$ cat src/rtl/mem_port_arbiter.sv
// Arbitrates one single-port memory between instruction fetch (IF) and load/store (LS),
// serialising accesses as IDLE -> ISSUE -> WAIT -> RESP and covering the memory read latency.
`timescale 1ns/1ps
module mem_port_arbiter #(
  parameter int ADDR_W  = 32,
  parameter int DATA_W  = 32,
  parameter int MEM_LAT = 1,
  parameter int RR      = 1
) (
  input  logic                clk,
  input  logic                rst,
  input  logic                if_req,
  input  logic [ADDR_W-1:0]   if_addr,
  output logic                if_ack,
  output logic                if_rvalid,
  output logic [DATA_W-1:0]   if_rdata,
  input  logic                ls_req,
  input  logic                ls_we,
  input  logic [ADDR_W-1:0]   ls_addr,
  input  logic [DATA_W-1:0]   ls_wdata,
  input  logic [DATA_W/8-1:0] ls_be,
  output logic                ls_ack,
  output logic                ls_rvalid,
  output logic [DATA_W-1:0]   ls_rdata,
  output logic                mem_en,
  output logic                mem_we,
  output logic [ADDR_W-3:0]   mem_addr,
  output logic [DATA_W-1:0]   mem_wdata,
  output logic [DATA_W/8-1:0] mem_be,
  input  logic [DATA_W-1:0]   mem_rdata,
  output logic                busy
);

  localparam int BE_W = DATA_W / 8;

  typedef enum logic [1:0] {IDLE, ISSUE, WAIT, RESP} state_t;

  state_t            state_reg, state_next;
  logic [3:0]        cnt_reg, cnt_next;
  logic              id_reg;          // 1 = LS owns the current access
  logic              we_reg;
  logic              last_grant_reg;  // 1 = LS was granted last
  logic              grant, win_ls, capture;
  logic              if_ack_next, ls_ack_next, if_rvalid_next, ls_rvalid_next;
  logic              mem_en_next, mem_we_next;
  logic [ADDR_W-3:0] mem_addr_next;
  logic [DATA_W-1:0] mem_wdata_next;
  logic [BE_W-1:0]   mem_be_next;

  // Byte offsets are the requester's business; only word addresses reach memory.
  logic unused_addr_lsbs;
  assign unused_addr_lsbs = ^{if_addr[1:0], ls_addr[1:0]};

  always_comb begin
    state_next     = state_reg;
    cnt_next       = cnt_reg;
    grant          = 1'b0;
    win_ls         = 1'b0;
    capture        = 1'b0;
    if_ack_next    = 1'b0;
    ls_ack_next    = 1'b0;
    if_rvalid_next = 1'b0;
    ls_rvalid_next = 1'b0;
    mem_en_next    = 1'b0;
    mem_we_next    = 1'b0;
    mem_addr_next  = mem_addr;
    mem_wdata_next = mem_wdata;
    mem_be_next    = mem_be;
    case (state_reg)
      IDLE: begin
        if (if_req || ls_req) begin
          grant  = 1'b1;
          // On a tie, round-robin favours whoever did not win last; otherwise LS wins.
          win_ls = ls_req && (!if_req || (RR == 0) || !last_grant_reg);
          state_next     = ISSUE;
          cnt_next       = 4'(MEM_LAT);
          mem_en_next    = 1'b1;
          mem_we_next    = win_ls && ls_we;
          mem_addr_next  = win_ls ? ls_addr[ADDR_W-1:2] : if_addr[ADDR_W-1:2];
          mem_wdata_next = (win_ls && ls_we) ? ls_wdata : '0;
          mem_be_next    = (win_ls && ls_we) ? ls_be : '1;
          if_ack_next    = !win_ls;
          ls_ack_next    = win_ls;
        end
      end
      ISSUE: begin
        cnt_next   = cnt_reg - 4'd1;
        state_next = WAIT;
      end
      WAIT: begin
        if (cnt_reg == 4'd0) begin
          capture        = 1'b1;
          state_next     = RESP;
          if_rvalid_next = !id_reg;
          ls_rvalid_next = id_reg;
        end else begin
          cnt_next = cnt_reg - 4'd1;
        end
      end
      RESP: begin
        state_next = IDLE;
      end
      default: begin
        state_next = IDLE;
      end
    endcase
  end

  always_ff @(posedge clk or posedge rst) begin
    if (rst) begin
      state_reg      <= IDLE;
      cnt_reg        <= '0;
      id_reg         <= 1'b0;
      we_reg         <= 1'b0;
      last_grant_reg <= 1'b0;
      if_ack         <= 1'b0;
      ls_ack         <= 1'b0;
      if_rvalid      <= 1'b0;
      ls_rvalid      <= 1'b0;
      if_rdata       <= '0;
      ls_rdata       <= '0;
      mem_en         <= 1'b0;
      mem_we         <= 1'b0;
      mem_addr       <= '0;
      mem_wdata      <= '0;
      mem_be         <= '0;
      busy           <= 1'b0;
    end else begin
      state_reg <= state_next;
      cnt_reg   <= cnt_next;
      if_ack    <= if_ack_next;
      ls_ack    <= ls_ack_next;
      if_rvalid <= if_rvalid_next;
      ls_rvalid <= ls_rvalid_next;
      mem_en    <= mem_en_next;
      mem_we    <= mem_we_next;
      mem_addr  <= mem_addr_next;
      mem_wdata <= mem_wdata_next;
      mem_be    <= mem_be_next;
      busy      <= (state_next != IDLE);
      if (grant) begin
        id_reg         <= win_ls;
        we_reg         <= mem_we_next;
        last_grant_reg <= win_ls;
      end
      // Each requester's rdata only changes alongside its own rvalid.
      if (capture) begin
        if (id_reg) ls_rdata <= we_reg ? '0 : mem_rdata;
        else        if_rdata <= mem_rdata;
      end
    end
  end

endmodule
$ cat config.mk
export PLATFORM = sky130hd
export DESIGN_NAME = mem_port_arbiter
export DESIGN_NICKNAME = d
export VERILOG_FILES = /design/src/rtl/mem_port_arbiter.sv
export SDC_FILE = /design/constraint.sdc
export NUM_CORES = 1
export LEC_CHECK = 0
export BUFFER_PORTS_ARGS = -buffer_cell sky130_fd_sc_hd__buf_2
export CAP_MARGIN = 20
export CORE_ASPECT_RATIO = 1.1
export CORE_MARGIN = 4
export CORE_UTILIZATION = 35
export DETAILED_ROUTE_END_ITERATION = 8
export PLACE_DENSITY = 0.71
export SETUP_SLACK_MARGIN = 0.3
export SLEW_MARGIN = 10
export SYNTH_ARGS = -nofsm -noshare
export SYNTH_HDL_FRONTEND = slang
export SYNTH_SLANG_ARGS = --single-unit
$ cat constraint.sdc
create_clock -name clk -period 7.4 [get_ports clk]
set_input_delay 1.48 -clock clk [delete_from_list [all_inputs] [get_ports clk]]
set_output_delay 1.48 -clock clk [all_outputs]
set_load 0.03 [all_outputs]
==> metrics, run 1 <==
status finished, final reports clean; Setup crit end kind flip-flop; Fin Clk Skew 0.00982 ns; #FFs+latches synth 145; async set-reset flop share out of synthesis 1.00; clock transition at the registers of the reported paths 0.06 ns; Mapped Area between 6000 and 7000 sq um; Routed Antenna Nets 0; fmax 368 MHz; Final setup viols 0; worst slew pin tran 0.963 ns; biggest area consumer among synthesized cells dfrtp_1; port buffer count 269; Logic pwr share 0.461; CTS Buffer Depth 2; Vert. Die Dim 146 um; average wire per standard cell 15.9 um; Worst Setup Path Type primary input to flip-flop; Lkg Pwr 4.25 nW; final WL 15100 um; CTS tree built; max-slew violation count 0; Core Area 17000 sq um; Rows 50; reg-to-reg endpoint if_rdata[13]; Clk pwr share 0.210; DRC 0; vias 4396; DR vias/cell 4.63; CP Launch Type primary input; hold violation total from the final report 0; layout cells sized above 1 0.527; cell internal pwr 2.35 mW; fill count between 1500 and 2000; hold path cells 2; sw frac 0.430; top_reg_cell synth dfrtp_1; PD cells between 500 and 600 nW/um^2; n_diodes 0; Die X between 100 and 150 um; nets@finish between 800 and 900; initial antenna violation count 0; I/O Pins 274; total grt overflow 0; Max-cap violations 0; Synth top area share 0.603; clk root buf clkbuf_16; main area contributors after synthesis dfrtp_1 60%, mux2_4 7.2%, mux2_2 6.5%; Synth cell types 39; Mapped Nets 579; DP HPWL 10700 um; post-route setup TNS 0 ns; Max FO, Critical Path 95; setup slack, reg-to-reg 5.15 ns; number of enable flip-flop cells after synthesis 0; CTS H-tree depth 4; Slew HR 0.356; largest net degree at the start of global routing 96; hold buffer count at cts 0; Largest regs if_rdata x32, ls_rdata x32, mem_wdata x32; yosys warns 0; hold crit path type flip-flop to flip-flop; first-pass GRT wire length 24200 um; Mapped Cells 438; Syn Area/Cell 13.7 sq um; Post-Layout Cell Count 950; VDD IR max 0.250 mV; Seq pwr share 0.329; CTS Buf Count 17; Post-CTS Setup Bufs 0; min-delay src mem_addr[14]; critical path required time 7.70 ns; DP Cell Count 919; Die Area 19400 sq um; total power draw between 4 and 5 mW; sequential element share of the synthesized area 0.603; worst min-delay path endpoint mem_addr[14]; Layout area overhead 35.4%; cells on worst reg2reg path 5; PostCTS Resize Cnt 0; multi-input logic area 2220 sq um; gr usage total 0.157; 1st-iter DRT viols 187; RSZ-0062 raised after global routing false; Net Sw Power 1.78 mW; Num Clock Sinks 145; Initial Util 0.355; Skew-Pair Late Insertion Delay 0.41 ns; GPL Wtd Cong 0.762; RR Startpoint state_reg[0]; vias in the first global route 4473; area occupied by registers 3630 sq um; Tmin final 2.72 ns; drt pass-1 iters 4; period utilization 0.367; critical path arrival 3.02 ns
[layer usage]
metal / global-route usage / share of wire / up-vias
met5: 0 / 0 / -
met4: 0.0457 / 0.013 / 0
met3: 0.0519 / 0.085 / 14
met2: 0.248 / 0.47 / 205
met1: 0.208 / 0.44 / 2093
li1: - / - / 2084
[critical path, stage by stage]
cell,delay [ns]
buf_2,0.15
o21ai_4,0.14
buf_4,0.71
inv_1,0.25
o22a_1,0.27
[cell type report]
class | instances | area share
timing repair buffer | 273 | 0.169
clock buffer | 19 | 0.0556
clock inverter | 12 | 0.0178
multi-input combinational | 258 | 0.272
tap | 234 | 0.0359
inverter | 9 | 0.00476
sequential | 145 | 0.445
[per-stage QoR]
stage          hold WS, ns  utilization  instance area, sq um  setup WS, ns
4_1_cts              0.484        0.481                  8150          4.65
2_1_floorplan        0.522            -                  6020          2.03
3_5_place_dp         0.470        0.446                  7550          4.23
3_3_place_gp         0.460        0.446                  7550          4.25
6_report             0.479        0.481                  8150          4.68
5_1_grt              0.505        0.481                  8150          4.50
[power by group through the flow]
| stage | logic, mW | clock network [mW] | registers [mW] |
|---|---|---|---|
| floorplan | 0.671 | 0 | 2.05 |
| global placement | 1.90 | 0 | 1.36 |
| detailed placement | 1.93 | 0 | 1.36 |
| CTS | 1.93 | 0.894 | 1.36 |
| global route | 2.03 | 0.928 | 1.41 |
| finish | 1.90 | 0.867 | 1.36 |
[Yosys cell counts, types with 3 or more instances]
cell and number:
o21ai_1 31, mux2i_1 31, nor2_1 3, a22o_1 32, buf_4 9, nand2_1 34
o22a_1 4, mux2_4 29, nor2b_1 33, buf_6 3, ha_1 4, clkbuf_1 7
dfrtp_1 145, buf_2 7, mux2_2 35, inv_1 8
[logic make-up (layout without fill, tap and decap cells)]
family	Yosys count	in the layout	share of synthesized area
AOI/OAI and AO/OA	77	77	0.0917
buffers and inverters	35	313	0.0326
muxes	96	96	0.191
and+or+nand+nor	81	81	0.0734
adders and majority gates	4	4	0.00831
DFF	145	145	0.603
[layout by cell type (no fill, tap or decap), drive strengths merged, types with 2 or more instances in the layout]
cell type / count
bufinv: 2
clkinvlp: 4
dfrtp: 145
mux2i: 31
nor2b: 33
clkbuf: 19
o22a: 4
nand2: 35
a22o: 32
mux2: 65
nor2: 4
ha: 4
inv: 15
o21ai: 32
buf: 273
[worst max path at each step]
stage / startpoint / cells after the start / end / slack (ns)
after floorplan: rst / 1 / busy / 2.03
after CTS: if_req / 5 / mem_be[3] / 4.65
final: if_req / 5 / mem_be[1] / 4.68
after global routing: if_req / 5 / mem_be[0] / 4.50
after global placement: if_req / 5 / mem_be[2] / 4.25
after detailed placement: if_req / 5 / mem_be[1] / 4.23
Power figures use the tool's default switching activity.
==> inputs of run 2 (changes only) <==
==> constraint.sdc (replaced) <==
create_clock -name clk -period 2.5 [get_ports clk]
set_input_delay 0.5 -clock clk [delete_from_list [all_inputs] [get_ports clk]]
set_output_delay 0.5 -clock clk [all_outputs]
set_load 0.03 [all_outputs]
==> run 2 against run 1 <==
  * Combinational power grew to 3.0 times the previous value
  * First-iteration DRC count is 9.6% lower
  * Flip-flop and latch count stayed put
  * Sequential power grew to 3.0 times the previous value
  * Highest routed layer unchanged
  * Largest cell class unchanged
  * Register-to-register slack worse by 4.6 ns
  * Via count is 0.41% lower
  * Global-route usage is 0.11 points lower
  * Cell area is 1.0% higher
  * Largest power group unchanged
==> metrics, run 2 (synthesized netlist as in run 1, its figures left out) <==
Num Clock Sinks 145; most frequent cells in the layout 269 x buf_2, 145 x dfrtp_1, 35 x mux2_2; Initial Util 0.355; Final Util 0.486; Final setup viols 0; critical path, cell by cell inv_1 -> ha_1 -> and4bb_2 -> nand2_4 -> buf_12 -> mux2_4; drt pass-1 iters 4; initial antenna violation count 0; Worst Setup Path Type flip-flop to flip-flop; DRC 0; DP HPWL 11000 um; nets@finish 848; Fin Clk Skew approximately 0.008 ns; critical path required time 2.79 ns; Slowest-stage cell, CP dfrtp_1; VDD IR max between 0.5 and 0.6 mV; fmax 504 MHz; Skew-Pair Late Insertion Delay 0.41 ns; Largest regs if_rdata x32, ls_rdata x32, mem_wdata x32; vias in the first global route 4534; CTS tree built; Clk pwr share 0.206; status finished, final reports clean; Tmin final slightly below 2 ns; hold crit path type primary input to async pin; most common cell after layout, fill and taps aside buf_2; CTS H-tree depth 4; Setup crit end kind flip-flop; PD cells between 1000 and 1500 nW/um^2; worst slew pin tran 0.552 ns; Seq pwr share 0.330; gr usage total 0.156; clock transition at the registers of the reported paths 0.06 ns; layout cells sized above 1 0.526; clk root buf clkbuf_16; Routed Antenna Nets 0; setup slack, reg-to-reg about 0.52 ns; average wire per standard cell approximately 16 um; Layout area overhead 36.9%; CP Launch Type flip-flop; Lkg Pwr 4.28 nW; Die Area 19400 sq um; Vert. Die Dim about 150 um; Max FO, Critical Path 20; CTS Buffer Depth 2; period utilization 0.794; RSZ-0062 raised after global routing false; n_diodes 0; cell internal pwr 6.97 mW; Net Sw Power 5.25 mW; Post-CTS Setup Bufs 0; DR vias/cell 4.59; cells on worst reg2reg path 6; port buffer count between 200 and 300; total grt overflow 0; hold violation total from the final report 0; GPL Wtd Cong ~0.77; I/O Pins 274; hold buffer count at cts 0; Rows 50; CP max stage delay 0.40 ns; Max-cap violations 0; first-pass GRT wire length 24200 um; max-slew violation count 0; reg-to-reg endpoint ls_rdata[8]; CTS Buf Count 17; vias 4378; 1st-iter DRT viols 169; CP startpoint cnt_reg[0]; sw frac 0.430; Die X 133 um; RR Startpoint cnt_reg[0]; critical path arrival 2.28 ns; final WL 14900 um; Logic pwr share 0.464; PostCTS Resize Cnt 0; Slew HR 0.631; post-route setup TNS 0 ns; largest net degree at the start of global routing 88; Core Area ~17000 sq um
## run 2: cell types whose count changed in the layout (fill, tap and decap cells not counted), moves of 2 or more
cell / change
clkbuf_8: -2
clkinv_4: +2
clkbuf_1: +2
buf_12: +6
buf_4: -3
inv_6: -2
## run 2: final cells by class
class	count	area (sq um)
clock inverters	13	154
well taps	234	293
inverters	9	37.5
clock buffers	19	433
repair buffers	276	1470
fillers	1576	8720
multi-input cells	258	2220
flip-flops and latches	145	3630
## run 2: worst max-delay path, delay by kind of cell, from the launching register on
kind / cells / cell delay (ns)
fa+ha+maj: 1 / 0.24
buf+inv: 2 / 0.28
flops: 1 / 0.40
mux: 1 / 0.31
simple gates: 2 / 0.61
## run 2: metal layers
metal / GRT usage / part of all wire / vias up
li1: - / - / 2087
met1: 0.208 / 0.45 / 2073
met2: 0.244 / 0.46 / 204
met3: 0.0550 / 0.082 / 14
met4: 0.0411 / 0.012 / 0
met5: 0 / 0 / -
## run 2: worst max-delay path by stage
stage	end	cells past startpoint	slack (ns)
global placement	ls_rdata[0]	6	0.56
floorplan	busy	1	0.18
finish	ls_rdata[8]	6	0.52
detailed placement	ls_rdata[8]	6	0.51
global route	mem_wdata[1]	5	0.35
CTS	ls_rdata[8]	6	0.50
## run 2: power by group through the flow
stage / Combinational [mW] / Sequential (mW) / Clock, mW
final: 5.68 / 4.03 / 2.51
after global routing: 6.06 / 4.18 / 2.70
after CTS: 5.75 / 4.04 / 2.59
after detailed placement: 5.76 / 4.05 / 0
after global placement: 5.65 / 4.03 / 0
after floorplan: 1.99 / 6.08 / 0
## run 2: per-stage QoR
step	cells	area (sq um)	power, mW	setup slack [ns]	hold WS [ns]
final	954	8240	12.2	0.516	0.204
after global placement	922	7650	9.69	0.556	0.462
after detailed placement	922	7650	9.82	0.508	0.470
after floorplan	438	6020	8.07	0.181	0.522
after global routing	954	8240	12.9	0.351	0.223
after CTS	954	8240	12.4	0.500	0.199
==> inputs of run 3 (changes only) <==
--- a/config.mk
+++ b/config.mk
@@ -5,13 +5,14 @@
 export SDC_FILE = /design/constraint.sdc
 export NUM_CORES = 1
 export LEC_CHECK = 0
+export ABC_AREA = 1
 export BUFFER_PORTS_ARGS = -buffer_cell sky130_fd_sc_hd__buf_2
 export CAP_MARGIN = 20
 export CORE_ASPECT_RATIO = 1.1
 export CORE_MARGIN = 4
 export CORE_UTILIZATION = 35
 export DETAILED_ROUTE_END_ITERATION = 8
-export PLACE_DENSITY = 0.71
+export PLACE_DENSITY = 0.73
 export SETUP_SLACK_MARGIN = 0.3
 export SLEW_MARGIN = 10
 export SYNTH_ARGS = -nofsm -noshare
==> constraint.sdc (replaced) <==
create_clock -name clk -period 1.8 [get_ports clk]
set_input_delay 0.36 -clock clk [delete_from_list [all_inputs] [get_ports clk]]
set_output_delay 0.36 -clock clk [all_outputs]
set_load 0.03 [all_outputs]
==> run 3 against run 2 <==
  * Clock skew rose by 0.0070 ns
  * Sequential power rose by 40%
  * Clock power rose by 51%
  * Cell area rose by 4.6%
  * Flip-flop and latch count did not move
  * Non-clock buffer count rose by 26
  * Core utilization rose by 1.8 points
  * Critical endpoint is now ls_rdata[21]
  * Highest routed layer unchanged
==> metrics, run 3 <==
clk root buf clkbuf_16; Mapped Area 6090 sq um; CTS H-tree depth 4; max-slew violation count 0; area occupied by registers 3630 sq um; worst slew pin tran 0.671 ns; Syn Area/Cell between 9 and 10 sq um; gr usage total 0.179; Mapped Cells 671; PD cells 2170 nW/um^2; Logic pwr share 0.495; drt pass-1 iters 5; yosys warns 0; cell internal pwr 10.1 mW; RSZ-0062 raised after global routing true; critical path required time 2.09 ns; initial antenna violation count 0; Mapped Nets just over 800; fill count 1617; sw frac 0.460; Routed Antenna Nets 0; period utilization 0.835; Max FO, Critical Path 13; vias 5577; top post-synthesis cells by count 300 x nand2_1, 145 x dfrtp_1, 48 x nor2_1, 32 x nand4_1, 30 x a31oi_1; Skew-Pair Late Insertion Delay 0.41 ns; CTS Buf Count 17; top_reg_cell synth dfrtp_1; vias in the first global route 5280; Net Sw Power around 8.6 mW; fmax about 670 MHz; CTS Buffer Depth 2; hold crit path type primary input to async pin; Lkg Pwr 4.63 nW; largest net degree at the start of global routing between 90 and 100; Final setup viols 0; Tmin final 1.50 ns; Layout area overhead 41.3%; nets@finish around 1100; average wire per standard cell 15.5 um; #FFs+latches synth 145; biggest area consumer among synthesized cells dfrtp_1; number of enable flip-flop cells after synthesis 0; final WL 18600 um; Initial Util 0.357; port buffer count 269; total grt overflow 0; first-pass GRT wire length between 20000 and 30000 um; Synth cell types 24; hold violation total from the final report 0; Worst Setup Path Type flip-flop to flip-flop; Vert. Die Dim 146 um; VDD IR max 0.935 mV; main area contributors after synthesis dfrtp_1 60%, nand2_1 18%, nand4_1 3.3%; GPL Wtd Cong 0.826; clock transition at the registers of the reported paths 0.06 ns; critical path arrival 1.80 ns; Largest regs if_rdata x32, ls_rdata x32, mem_wdata x32; Final Util 0.504; Slew HR 0.553; DR vias/cell roughly 4.7; CP Launch Type flip-flop; I/O Pins 274; DP HPWL 12500 um; status finished, final reports clean; Die X 134 um; Core Area 17100 sq um; Num Clock Sinks 145; async set-reset flop share out of synthesis 1.00; most common cell after layout, fill and taps aside nand2_1; Setup crit end kind flip-flop; Rows 50; Clk pwr share 0.202; CTS tree built; Die Area ~20000 sq um; n_diodes 0; top-count cell post-synth nand2_1; post-route setup TNS 0 ns; Max-cap violations 0; sequential element share of the synthesized area 0.595; Synth top area share 0.595; most frequent cells in the layout 299 x nand2_1, 269 x buf_2, 145 x dfrtp_1; Seq pwr share 0.303; 1st-iter DRT viols 403; layout cells sized above 1 0.386; DRC 0; Fin Clk Skew 0.0151 ns; multi-input logic area 2160 sq um
==> run 3: changes by cell type after synthesis, moves of 15 or more <==
cell     before  now
nand2_1      34  300
nor2_1        3   48
mux2_2       35    0
nor2b_1      33    0
a22o_1       32    0
mux2i_1      31    0
nand4_1       1   32
a31oi_1       1   30
mux2_4       29    0
o21ai_0       1   16
==> run 3: cells by family after synthesis <==
group	synth area share
AO/OA/AOI/OAI	0.0622
AND/OR/NAND/NOR	0.268
flip-flops	0.595
buffers and inverters	0.0659
adder cells (fa/ha/maj)	0.00821
==> run 3: path summary, 6_finish.rpt <==
kind                       slack, ns         start            to  cells past startpoint
max                             0.30  state_reg[0]  ls_rdata[21]                      8
max in group asynchronous       1.14           rst  ls_rdata[11]                      3
min in group clk                0.14   ls_wdata[6]  mem_wdata[6]                      3
min reg2reg                     0.47  ls_rdata[19]  ls_rdata[19]                      2
max reg2reg                     0.30  state_reg[0]  ls_rdata[21]                      8
min                             0.09           rst  mem_addr[25]                      3
==> run 3: timing repair <==
action,CTS,global route
setup buffers,2,10
hold buffers,0,0
pin swaps,1,4
gates resized for setup,19,40
cloned,0,5
endpoints found under the setup margin,86,118
==> run 3: final cells by class <==
| cell class | instances | area share |
|---|---|---|
| flip-flops and latches | 145 | 0.421 |
| multi-input cells | 465 | 0.251 |
| repair buffers | 302 | 0.209 |
| clock buffers | 20 | 0.0530 |
| well taps | 234 | 0.0340 |
| clock inverters | 12 | 0.0206 |
| inverters | 20 | 0.0118 |
==> run 3: metal layers <==
metal | GRT usage | share of wire | vias to the layer above
met1 | 0.226 | 0.41 | 2621
met5 | 0 | 0 | -
met4 | 0.0705 | 0.027 | 0
met3 | 0.0434 | 0.060 | 34
met2 | 0.297 | 0.50 | 201
li1 | - | - | 2721
==> run 3: power by group through the flow <==
stage                     combinational [mW]  sequential [mW]  clock [mW]
after CTS                               8.66             5.62        3.88
after global routing                    9.92             5.87        4.02
after floorplan                         2.98             8.63           0
final                                   9.25             5.65        3.78
after detailed placement                8.54             5.64           0
after global placement                  8.39             5.60           0
==> run 3: through the flow <==
stage | worst slack, ns | power (mW) | std cells | area (sq um) | hold WS (ns)
after floorplan | -0.379 | 11.6 | 671 | 6100 | 0.470
after global placement | 0.127 | 14.0 | 1149 | 7590 | 0.454
after detailed placement | 0.0692 | 14.2 | 1149 | 7590 | 0.459
after CTS | 0.285 | 18.2 | 1183 | 8280 | 0.119
after global routing | 0.249 | 19.8 | 1198 | 8610 | 0.131
final | 0.297 | 18.7 | 1198 | 8610 | 0.0863
==> run 3: critical path, cell delays in order, from the launching register on <==
cell,delay (ns)
dfrtp_1,0.39
inv_2,0.08
ha_2,0.19
nand2_2,0.09
nor2_8,0.20
inv_6,0.08
buf_12,0.15
o21ai_1,0.13
nand2_1,0.08
